<file path="src/rtl/fifo_packer.sv">
// fifo_packer: drains a first-word-fall-through fifo and packs PACK_RATIO words into one valid/ready packet
module fifo_packer #(
  parameter int DATA_WIDTH    = 4,
  parameter int PACK_RATIO    = 3,
  parameter int COUNTER_WIDTH = 2
) (
  input  logic                             clk,
  input  logic                             rst,
  input  logic                             clr,
  input  logic [DATA_WIDTH-1:0]            fifo_dout,
  input  logic                             fifo_empty_n,
  output logic                             fifo_deq,
  input  logic                             flush,
  output logic [DATA_WIDTH*PACK_RATIO-1:0] pk_data,
  output logic [COUNTER_WIDTH-1:0]         pk_words,
  output logic                             pk_valid,
  input  logic                             pk_ready
);
  localparam logic [COUNTER_WIDTH-1:0] LAST = COUNTER_WIDTH'(PACK_RATIO - 1);
  typedef enum logic {FILL, HOLD} state_t;
  state_t state, state_n;
  logic [COUNTER_WIDTH-1:0] cnt, cnt_n, words_n;
  logic [DATA_WIDTH*PACK_RATIO-1:0] data_n;
  assign pk_valid = state == HOLD;
  always_comb begin
    fifo_deq = state == FILL && fifo_empty_n && !clr && !rst;
    state_n = state;
    cnt_n = cnt;
    data_n = pk_data;
    words_n = pk_words;
    if (state == HOLD) begin
      state_n = pk_ready ? FILL : HOLD;
      data_n = pk_ready ? '0 : pk_data;
    end else begin
      if (fifo_deq) data_n[int'(cnt)*DATA_WIDTH +: DATA_WIDTH] = fifo_dout;
      if ((fifo_deq && cnt == LAST) || (flush && (fifo_deq || cnt != '0))) begin
        state_n = HOLD;
        cnt_n = '0;
        words_n = cnt + COUNTER_WIDTH'(fifo_deq);
      end else cnt_n = cnt + COUNTER_WIDTH'(fifo_deq);
    end
  end
  always_ff @(posedge clk) begin
    if (rst || clr) begin
      state <= FILL;
      cnt <= '0;
      pk_data <= '0;
      pk_words <= '0;
    end else begin
      state <= state_n;
      cnt <= cnt_n;
      pk_data <= data_n;
      pk_words <= words_n;
    end
  end
endmodule

</file>
<file path="config.mk">
export PLATFORM = sky130hd
export DESIGN_NAME = fifo_packer
export DESIGN_NICKNAME = d
export VERILOG_FILES = /design/src/rtl/fifo_packer.sv
export SDC_FILE = /design/constraint.sdc
export NUM_CORES = 1
export LEC_CHECK = 0
export CAP_MARGIN = 20
export CORE_MARGIN = 2
export CORE_UTILIZATION = 48
export CTS_CLUSTER_SIZE = 28
export DETAILED_ROUTE_END_ITERATION = 10
export HOLD_SLACK_MARGIN = 0.1
export PLACE_DENSITY = 0.82
export SLEW_MARGIN = 15
export SYNTH_ARGS = -nofsm -noshare
export SYNTH_HDL_FRONTEND = slang
export SYNTH_SLANG_ARGS = --single-unit
</file>
<file path="constraint.sdc">
create_clock -name clk -period 3.2 [get_ports clk]
set_input_delay 0.8 -clock clk [delete_from_list [all_inputs] [get_ports clk]]
set_output_delay 0.8 -clock clk [all_outputs]
set_load 0.05 [all_outputs]
</file>
# [Word level (Yosys, flattened, before mapping)]
# Cells that the tools add are included.
# Widths: inputs -> output; s select.
[totals] output_inout_bits=16 wordCells=33 in_bits=10 ff_bits=17
[op_classes] add_sub_neg=2 n_bitwise=1 n_eq_ne=2 shift=2 mux=8 reduce_logical=14
[ops] op="$mux 12" n=3
[ops] op="$neg 4->33" n=1
[ops] op="$shift 4x33->12 const A" n=1
[ops] op="$shiftx 4x33->12" n=1
[ops] op="$bwmux 12" n=1
[ops] op="$logic_and 1x1->1" n=5
[ops] op="$reduce_and 2->1" n=2
[ops] op="$reduce_bool 2->1" n=2
[ops] op="$logic_or 1x1->1" n=3
[ops] op="$mux 1" n=3
[ops] op="$add 2x1->2" n=1
[ops] op="$eq 2x2->1 const B" n=1
[ops] op="$logic_not 1->1" n=2
[ops] op="$mux 2" n=1
[ops] op="$ne 2x2->1 const B" n=1
[ops] op="$not 1->1" n=1

# [Logic depth before layout (Yosys ltp)]
# Gate-level depths: netlist (run 1).
[logic_depth] ltp_word=9 ltp_mapped=6 depth_no_buf=6

# [Least setup slack after synthesis (run 1)]
# OpenSTA, ideal clock, no wires.
[synth_timing] kind="input-to-output" start="input clr" end="output fifo_deq" arrival_ps=1576 cell_stages=1 setup_slack_ps=824 required_time_ps=2400 n_path_buf=0 cell_sequence="nor4b_4"
[synth_via] elab_chain_cells=3
[synth_lines] element="start: declaration" line="9" rtl="input logic clr,"
[synth_lines] element="$logic_not 1->1" line="26" rtl="fifo_deq = state == FILL && fifo_empty_n && !clr && !rst;"
[synth_lines] element="$logic_and 1x1->1 (2 in a row)" line="26"
[synth_lines] element="end: declaration" line="12" rtl="output logic fifo_deq,"
# Every way passes these cells.

# [Final worst setup path (run 1)]
# Same ends and word-level chain as after synthesis.

==> impl_metrics.tcl, run 1 <==
set metrics [dict create \
    cts-root-buf "clkbuf_4" \
    worstPathRequired_ps 2400 \
    cts.sinks 17 \
    layout.nets 141 \
    setup_tns_ps 0 \
    drc 0 \
    worstMarginPinSlew_ps 496 \
    drive_gt1_share_pct 9.60 \
    r2r_setup_slack_ps 1370 \
    avgRoutedWirePerCell_um 12.2 \
    cts_tree "yes" \
    busiest_layer "met2" \
    slew_viol_final 0 \
    num_antenna_cells 0 \
    place_area_um2 1110 \
    multi_input_area_um2 465 \
    htreeDepth 1 \
    port_buffers 25 \
    mostFrequentLayoutCells "clkdlybuf4s50_1 (24), nand3_1 (18), dfxtp_1 (17)" \
    end_kind "primary output" \
    grt_start_max_net_pins 14 \
    r2r_cells 6 \
    status "complete, no violations" \
    gr-usage-met1_pct 21.8 \
    gr-total-overflow 0 \
    dp_hpwl_um 1370 \
    clockBufferDepth 2 \
    std_cell_rows 15 \
    core_um2 1670 \
    max-cap-violations 0 \
    via_count 775 \
    critPathLaunchType "primary input" \
    ys_seq_elements 17 \
    dp_slack_ps 556 \
    vias_per_cell 5.46 \
    hold_path.class "reg2reg" \
    post_cts_buffers 0 \
    final.setup_skew_ps 5.37 \
    slew_headroom_pct 66.8 \
    yosys-top-cells-area "dfxtp_1 (41%), nand3_1 (11%), ha_1 (7.5%)" \
    crit_chain "clkdlybuf4s50_1 > nor4b_4 > buf_12" \
    syn_inst 97 \
    synth_fp_nets 112 \
    reg2reg_from "cnt[0]$_SDFFE_PP0N_" \
    synth_largest_area_cell "dfxtp_1" \
    cpPeakStageDelay_ps 490 \
    start_util_pct 49.9 \
    clk_transition_reported_paths_ps 100 \
    min_path_cells 2 \
    nFillCells 138 \
    wl_um 1730 \
    regToRegEndpoint "pk_data[8]$_SDFFE_PP0P_" \
    timing.fmax_ghz 0.379 \
    arrival_ps 1840 \
    grt_pass1_wl_um 2870 \
    grt_pass1_vias 717 \
    hold_violations 0 \
    ir_drop_uv 269 \
    whs_endpoint "pk_data[7]$_SDFFE_PP0P_" \
    dieHeight_um 45.7 \
    syn_to_final_growth_pct 36.9 \
    grt_usage_pct 19.7 \
    die_area_um2 2090 \
    antenna_found_initial 0 \
    stdcell_area_um2 1140 \
    final_common_cell "clkdlybuf4s50_1" \
    cp_top_family "buffers and inverters" \
    synth_top_area_share_pct 40.8 \
    cp_slowest_cell "clkdlybuf4s50_1" \
    insertion_delay_ps 300 \
    globalplace.congestion 0.812 \
    drt_iter0_markers 5 \
    setup_viol 0 \
    cts_buffers 3 \
    design.portCount 26 \
    layout_worst_path_cycle_share_pct 82.4 \
    dieWidth_um 45.7 \
    postRouteAntennaNets 0 \
    whs_ps 475 \
    hold_start "pk_data[7]$_SDFFE_PP0P_" \
    synth-seq-area-share_pct 40.8 \
    rsz0062_at_grt "false" \
    holdBufCountCts 0 \
    critPathKind "in2out" \
    worst_slack_ps 562 \
    fin_crit_ps 2640 \
    use_met3_pct 5.16 \
    avgSynthCellArea_um2 8.59 \
    ys_types 27 \
    synth_area_um2 833 \
    critPathBufInv 2 \
    regArea_um2 340 \
    met2_usage_pct 33.0 \
    path_max_fanout 4 \
    powerDensity_nw_per_um2 337 \
    yosysWarnings 0 \
    drt_pre_antenna_iters 4 \
    leakage_nw 0.394 \
    post_cts_resized 0 \
]
-- worst register-to-register path: stages (launching register included) --
cell and delay, ps:
dfxtp_1 490, inv_1 180, ha_1 330, nor3b_1 270, and3_1 260, nand3_1 90
o21ai_0 140
-- Yosys cell counts --
cell type,instances
nand3_1,18
nor2b_1,2
a211oi_1,1
ha_1,5
or3b_4,1
and3_1,2
xnor2_1,2
or2_2,1
a21oi_1,7
inv_1,3
buf_2,1
and2_2,1
nor2_1,4
o21ai_0,11
nor3b_1,1
nand2b_1,1
o21bai_1,1
buf_4,1
nor3_1,1
o21a_1,1
a21boi_1,2
a211oi_4,1
clkbuf_1,1
nand2_1,9
dfxtp_1,17
nor4_1,1
nor4b_4,1
-- cell type report --
class | instances | share of cell area, %
Inverter | 3 | 0.987
Clock inverter | 1 | 0.439
Tap cell | 17 | 1.86
Multi-Input combinational cell | 74 | 40.8
Clock buffer | 3 | 1.97
Timing Repair Buffer | 27 | 24.1
Sequential cell | 17 | 29.8
-- worst max-delay path by stage --
stage	start	to	slack, ps	cells past startpoint
detailed placement	clr	fifo_deq	560	3
global route	clr	fifo_deq	500	3
global placement	clr	fifo_deq	580	3
finish	clr	fifo_deq	560	3
CTS	clr	fifo_deq	550	3
floorplan	clr	fifo_deq	820	1
-- registers in the layout, summed over array words and instances (netlist names) --
name	cells
pk_data	12
cnt	2
pk_valid	1
pk_words	2
-- report_power, final --
| group | switching, mW | leakage (nW) | internal (mW) |
|---|---|---|---|
| clock network | 0.0684 | 0.0177 | 0.0466 |
| logic | 0.0287 | 0.240 | 0.0252 |
| registers | 0.00285 | 0.137 | 0.213 |
-- cell families after synthesis --
| group | count (synthesis) | synth area share, % |
|---|---|---|
| adder cells (fa/ha/maj) | 5 | 7.51 |
| AO/OA/AOI/OAI | 24 | 17.7 |
| XOR/XNOR | 2 | 2.10 |
| buffers and inverters | 6 | 3.30 |
| AND/OR/NAND/NOR | 43 | 28.5 |
| flip-flops | 17 | 40.8 |
-- stage by stage --
stage / power, mW / cells / utilization (%)
2_1_floorplan: 0.249 / 97 / -
3_3_place_gp: 0.274 / 138 / 66.7
3_5_place_dp: 0.275 / 138 / 66.7
4_1_cts: 0.387 / 142 / 68.3
5_1_grt: 0.400 / 142 / 68.3
6_report: 0.385 / 142 / 68.3
-- per-layer routing --
layer / share of wire (%) / vias up
li1: - / 399
met1: 45 / 348
met2: 48 / 23
met3: 4.8 / 5
met4: 2.3 / 0
met5: 0 / -
No activity file was read; power rests on OpenSTA's default activity.
==> inputs of run 2 (changes only) <==
CORE_UTILIZATION = 40   (was 48)
PLACE_DENSITY = 0.73   (was 0.82)
clock period = 2.2 ns   (was 3.2 ns; I/O delays follow)
==> impl_metrics.tcl, run 2 (synthesis gave the netlist of run 1 again) <==
set metrics [dict create \
    avgRoutedWirePerCell_um 11.8 \
    worstMarginPinSlew_ps 500 \
    largest_register "pk_data" \
    post_cts_resized 0 \
    gr-total-overflow 0 \
    htreeDepth 1 \
    core_um2 1960 \
    cp_slowest_cell "clkdlybuf4s50_1" \
    timing.fmax_ghz 0.472 \
    dieWidth_um 49.6 \
    cp_top_family "buffers and inverters" \
    ir_drop_uv 438 \
    max-cap-violations 0 \
    cts-root-buf "clkbuf_4" \
    hold_violations 0 \
    reg.largest.list "pk_data x12, cnt x2, pk_words x2" \
    crit_chain "clkdlybuf4s50_1 > nor4b_4 > buf_12" \
    vias_per_cell 4.92 \
    pwr-share-clk_pct 29.5 \
    drc 0 \
    holdBufCountCts 0 \
    power.switching_mw 0.141 \
    powerDensity_nw_per_um2 482 \
    cts.sinks 17 \
    drt_iter0_markers 6 \
    stdcell_area_um2 1160 \
    drt_pre_antenna_iters 4 \
    place_area_um2 1130 \
    clk_transition_reported_paths_ps 90 \
    syn_to_final_growth_pct 39.2 \
    slew_headroom_pct 66.6 \
    arrival_ps 1570 \
    grt_pass1_wl_um 3270 \
    largest_reg_flops 12 \
    cts_buffers 3 \
    dp_hpwl_um 1420 \
    hold_path.class "reg2reg" \
    die_area_um2 2460 \
    grt_start_max_net_pins 14 \
    p_comb_share_pct 14.2 \
    globalplace.congestion 0.849 \
    layout.nets 142 \
    start_util_pct 42.5 \
    setup_viol 0 \
    critPathBufInv 2 \
    cpPeakStageDelay_ps 500 \
    slew_viol_final 0 \
    layout_worst_path_cycle_share_pct 96.2 \
    status "complete, no violations" \
    dieHeight_um 49.6 \
    leakage_nw 0.408 \
    final.setup_skew_ps 4.32 \
    cts_tree "yes" \
    setup_tns_ps 0 \
    path_max_fanout 4 \
    port_buffers 25 \
    seqPwrFrac_pct 56.3 \
    critPathKind "in2out" \
    postRouteAntennaNets 0 \
    rsz0062_at_grt "false" \
    std_cell_rows 16 \
    antenna_found_initial 0 \
    post_cts_buffers 0 \
    final_common_cell "clkdlybuf4s50_1" \
    multi_input_area_um2 465 \
    intPower_mw 0.418 \
    via_count 753 \
    mostFrequentLayoutCells "clkdlybuf4s50_1 (22), nand3_1 (18), dfxtp_1 (17)" \
    drive_gt1_share_pct 10.3 \
    regArea_um2 340 \
    swShare_pct 25.2 \
    worstPathRequired_ps 1650 \
    grt_pass1_vias 726 \
    critPathLaunchType "primary input" \
    grt_usage_pct 16.8 \
    num_antenna_cells 0 \
    fin_crit_ps 2120 \
    design.portCount 26 \
    end_kind "primary output" \
    clockBufferDepth 2 \
    nFillCells 185 \
    wl_um 1810 \
    insertion_delay_ps 280 \
]
## run 2: final timing paths
| kind | start | endpoint | slack [ps] | cells after the start |
|---|---|---|---|---|
| min | pk_data[4]$_SDFFE_PP0P_ | pk_data[4]$_SDFFE_PP0P_ | 470 | 2 |
| max | clr | fifo_deq | 80 | 3 |
| min reg2reg | pk_data[4]$_SDFFE_PP0P_ | pk_data[4]$_SDFFE_PP0P_ | 470 | 2 |
| max reg2reg | cnt[0]$_SDFFE_PP0N_ | pk_data[5]$_SDFFE_PP0P_ | 430 | 6 |
## run 2: per-stage QoR
stage          worst slack [ps]  utilization [%]  hold WS [ps]  total power [mW]  instances
3_3_place_gp               69.1             57.7           452             0.400        149
4_1_cts                    39.9             59.0           478             0.558        153
5_1_grt                    18.2             59.1           497             0.588        153
3_5_place_dp               50.8             57.7           463             0.401        149
6_report                   83.0             59.1           473             0.559        153
2_1_floorplan              40.5                -           541             0.363         97
## run 2: power groups by stage
stage / Combinational, mW / Sequential [mW] / Clock [mW]
2_1_floorplan: 0.0355 / 0.327 / 0
3_3_place_gp: 0.0784 / 0.322 / 0
3_5_place_dp: 0.0793 / 0.322 / 0
4_1_cts: 0.0797 / 0.315 / 0.164
5_1_grt: 0.0862 / 0.315 / 0.186
6_report: 0.0794 / 0.315 / 0.165
## run 2: layout make-up
class	instances	share of cell area, %
Clock buffer	4	2.27
Inverter	3	0.971
Multi-Input combinational cell	74	40.1
Sequential cell	17	29.3
Tap cell	27	2.91
Timing Repair Buffer	28	24.4
## run 2: layer usage
metal  GRT usage [%]  routed length [um]  up-vias
met5               0                   0        -
met4            6.94                  17        0
met3            3.33                  84        4
met2            27.3                 809       17
met1            21.6                 902      331
li1                -                   -      401
## run 2: worst min-delay path, delay by kind of cell, from the launching register on
kind	cells	cell delay (ps)
AOI/OAI and AO/OA	1	60
DFF	1	320
and+or+nand+nor	1	50
==> RTL change (config.mk and constraints of run 2) <==
Change the parameter `DATA_WIDTH` from 4 to 6.
--- a/src/rtl/fifo_packer.sv
+++ b/src/rtl/fifo_packer.sv
@@ -1,6 +1,6 @@
 // fifo_packer: drains a first-word-fall-through fifo and packs PACK_RATIO words into one valid/ready packet
 module fifo_packer #(
-  parameter int DATA_WIDTH    = 4,
+  parameter int DATA_WIDTH    = 6,
   parameter int PACK_RATIO    = 3,
   parameter int COUNTER_WIDTH = 2
 ) (
Interface: changed (resized fifo_dout and pk_data); port bits go from 26 to 34. The function was not compared with the original's and may differ.
==> RTL change against run 2 <==
Synthesized area grew 60%. Sequential cell count is 6 higher. Sequential share of layout area is 3.7 points lower. Cell area rose by 55%. Power is 33% higher. Worst setup slack lost 0.028 ns. Die area grew 55%. Wire length increased by 83%. Largest power group unchanged. Highest routed layer unchanged.
==> RTL change: results <==
{
  "status": "finished, final reports clean",
  "wl_mm": 3.321,
  "grt_usage_pct": 19.85,
  "synth.net_count": 174,
  "synth.distinct_cells": 36,
  "drtIter0Drc": 37,
  "place_ws_ns": -0.06749,
  "async_flop_share_pct": 0,
  "fin_nets": 214,
  "p_leak_nw": 0.6490,
  "clockBufferDepth": 2,
  "clk-insertion-delay-late_ns": 0.31,
  "yosysWarnings": 0,
  "drtPass1Iterations": 4,
  "cts-root-buf": "clkbuf_4",
  "synth_common_cells": "dfxtp_1 (23), nand3_1 (17), nor2_1 (11)",
  "ir_drop_v": 0.0002078,
  "via_count": 1293,
  "fin_skew_ns": 0.001160,
  "synth.yosys.seq_area_share_pct": 34.49,
  "h-tree-depth": 1,
  "grt-ovfl-total": 0,
  "hp-class": "reg2reg",
  "hpwl_mm": 2.624,
  "reg.largest.list": "pk_data: 18 flops, cnt: 2 flops, pk_words: 2 flops",
  "grt_pass1_wl_mm": 5.720,
  "grt_max_degree": 18,
  "max_freq_ghz": 0.4663,
  "synthTopCellsByArea": "dfxtp_1 (34%), nand3_1 (6.4%), ha_1 (5.6%)",
  "antenna_found_initial": 0,
  "cp.arrival_ns": 1.59,
  "drive_gt1_share_pct": 13.33,
  "worst_slew_margin_rel_pct": 65.63,
  "cts_made_buffers": 3,
  "path_clk_slew_ns": 0.12,
  "port_buffers": 33,
  "crit_path_max_fanout": 2,
  "place.gp.congestion": 0.8857,
  "diodes": 0
}
## RTL change: cell types whose count changed in the layout (fill, tap and decap cells not counted), moves of 6 or more
| cell | before | now |
|---|---|---|
| buf_4 | 4 | 13 |
| clkdlybuf4s50_1 | 22 | 31 |
| mux2i_1 | 0 | 6 |
| nor2_1 | 4 | 11 |
| o21ai_0 | 11 | 5 |
| o31ai_1 | 0 | 9 |
## RTL change: metal layers
metal  vias up  GRT usage [%]  wire length, microns
li1        663              -                     -
met4         0          4.255                    13
met2        33          33.53                  1569
met1       595          26.76                  1598
met3         2          3.313                   140
met5         -              0                     0
## RTL change: final timing paths
path	start	end	slack (ns)	cells after the start
worst max register to register	cnt[1]	pk_data[11]	0.17	7
worst min register to register	pk_data[17]	pk_data[17]	0.48	2
worst min-delay path	pk_data[17]	pk_data[17]	0.48	2
worst max-delay path	clr	fifo_deq	0.06	4
## RTL change: layout make-up
cell class / count / area, sq um
Clock buffer: 3 / 22.52
Clock inverter: 1 / 5.005
Fill cell: 325 / 1300
Inverter: 4 / 15.01
Multi-Input combinational cell: 119 / 815.8
Sequential cell: 23 / 461.7
Tap cell: 44 / 55.05
Timing Repair Buffer: 45 / 427.9
## RTL change: power by group
group	leakage (nW)	internal [W]	switching, W
Clock	0.0177	0.0000680	0.000129
Combinational	0.445	0.0000581	0.0000685
Sequential	0.186	0.000419	0.00000260
## RTL change: cell families after synthesis
logic type                 Yosys count  synth area share (%)
AOI/OAI and AO/OA                   41                 22.31
xor gates and xnor gates             3                 1.968
adders and majority gates            6                 5.623
buffers and inverters               14                 5.153
DFF                                 23                 34.49
muxes                                6                 4.499
and+or+nand+nor                     63                 25.96
## RTL change: critical path, stage by stage
cell and delay, ns:
clkdlybuf4s50_1 0.46, nor4b_4 0.30, buf_4 0.16, buf_12 0.12
## RTL change: metrics by stage
step | total power, W | cell area (sq um) | std cells | util, %
floorplan | 0.0004967 | 1346 | 156 | -
global placement | 0.0005542 | 1768 | 234 | 56.98
detailed placement | 0.0005556 | 1768 | 234 | 56.98
CTS | 0.0007557 | 1803 | 239 | 58.10
global route | 0.0007780 | 1803 | 239 | 58.10
finish | 0.0007449 | 1803 | 239 | 58.10
## RTL change: what timing repair did
item,in CTS,in global routing
buffers inserted,1,0
gates resized for setup,0,0
endpoints found under the hold margin,0,0
setup endpoints to repair,1,0
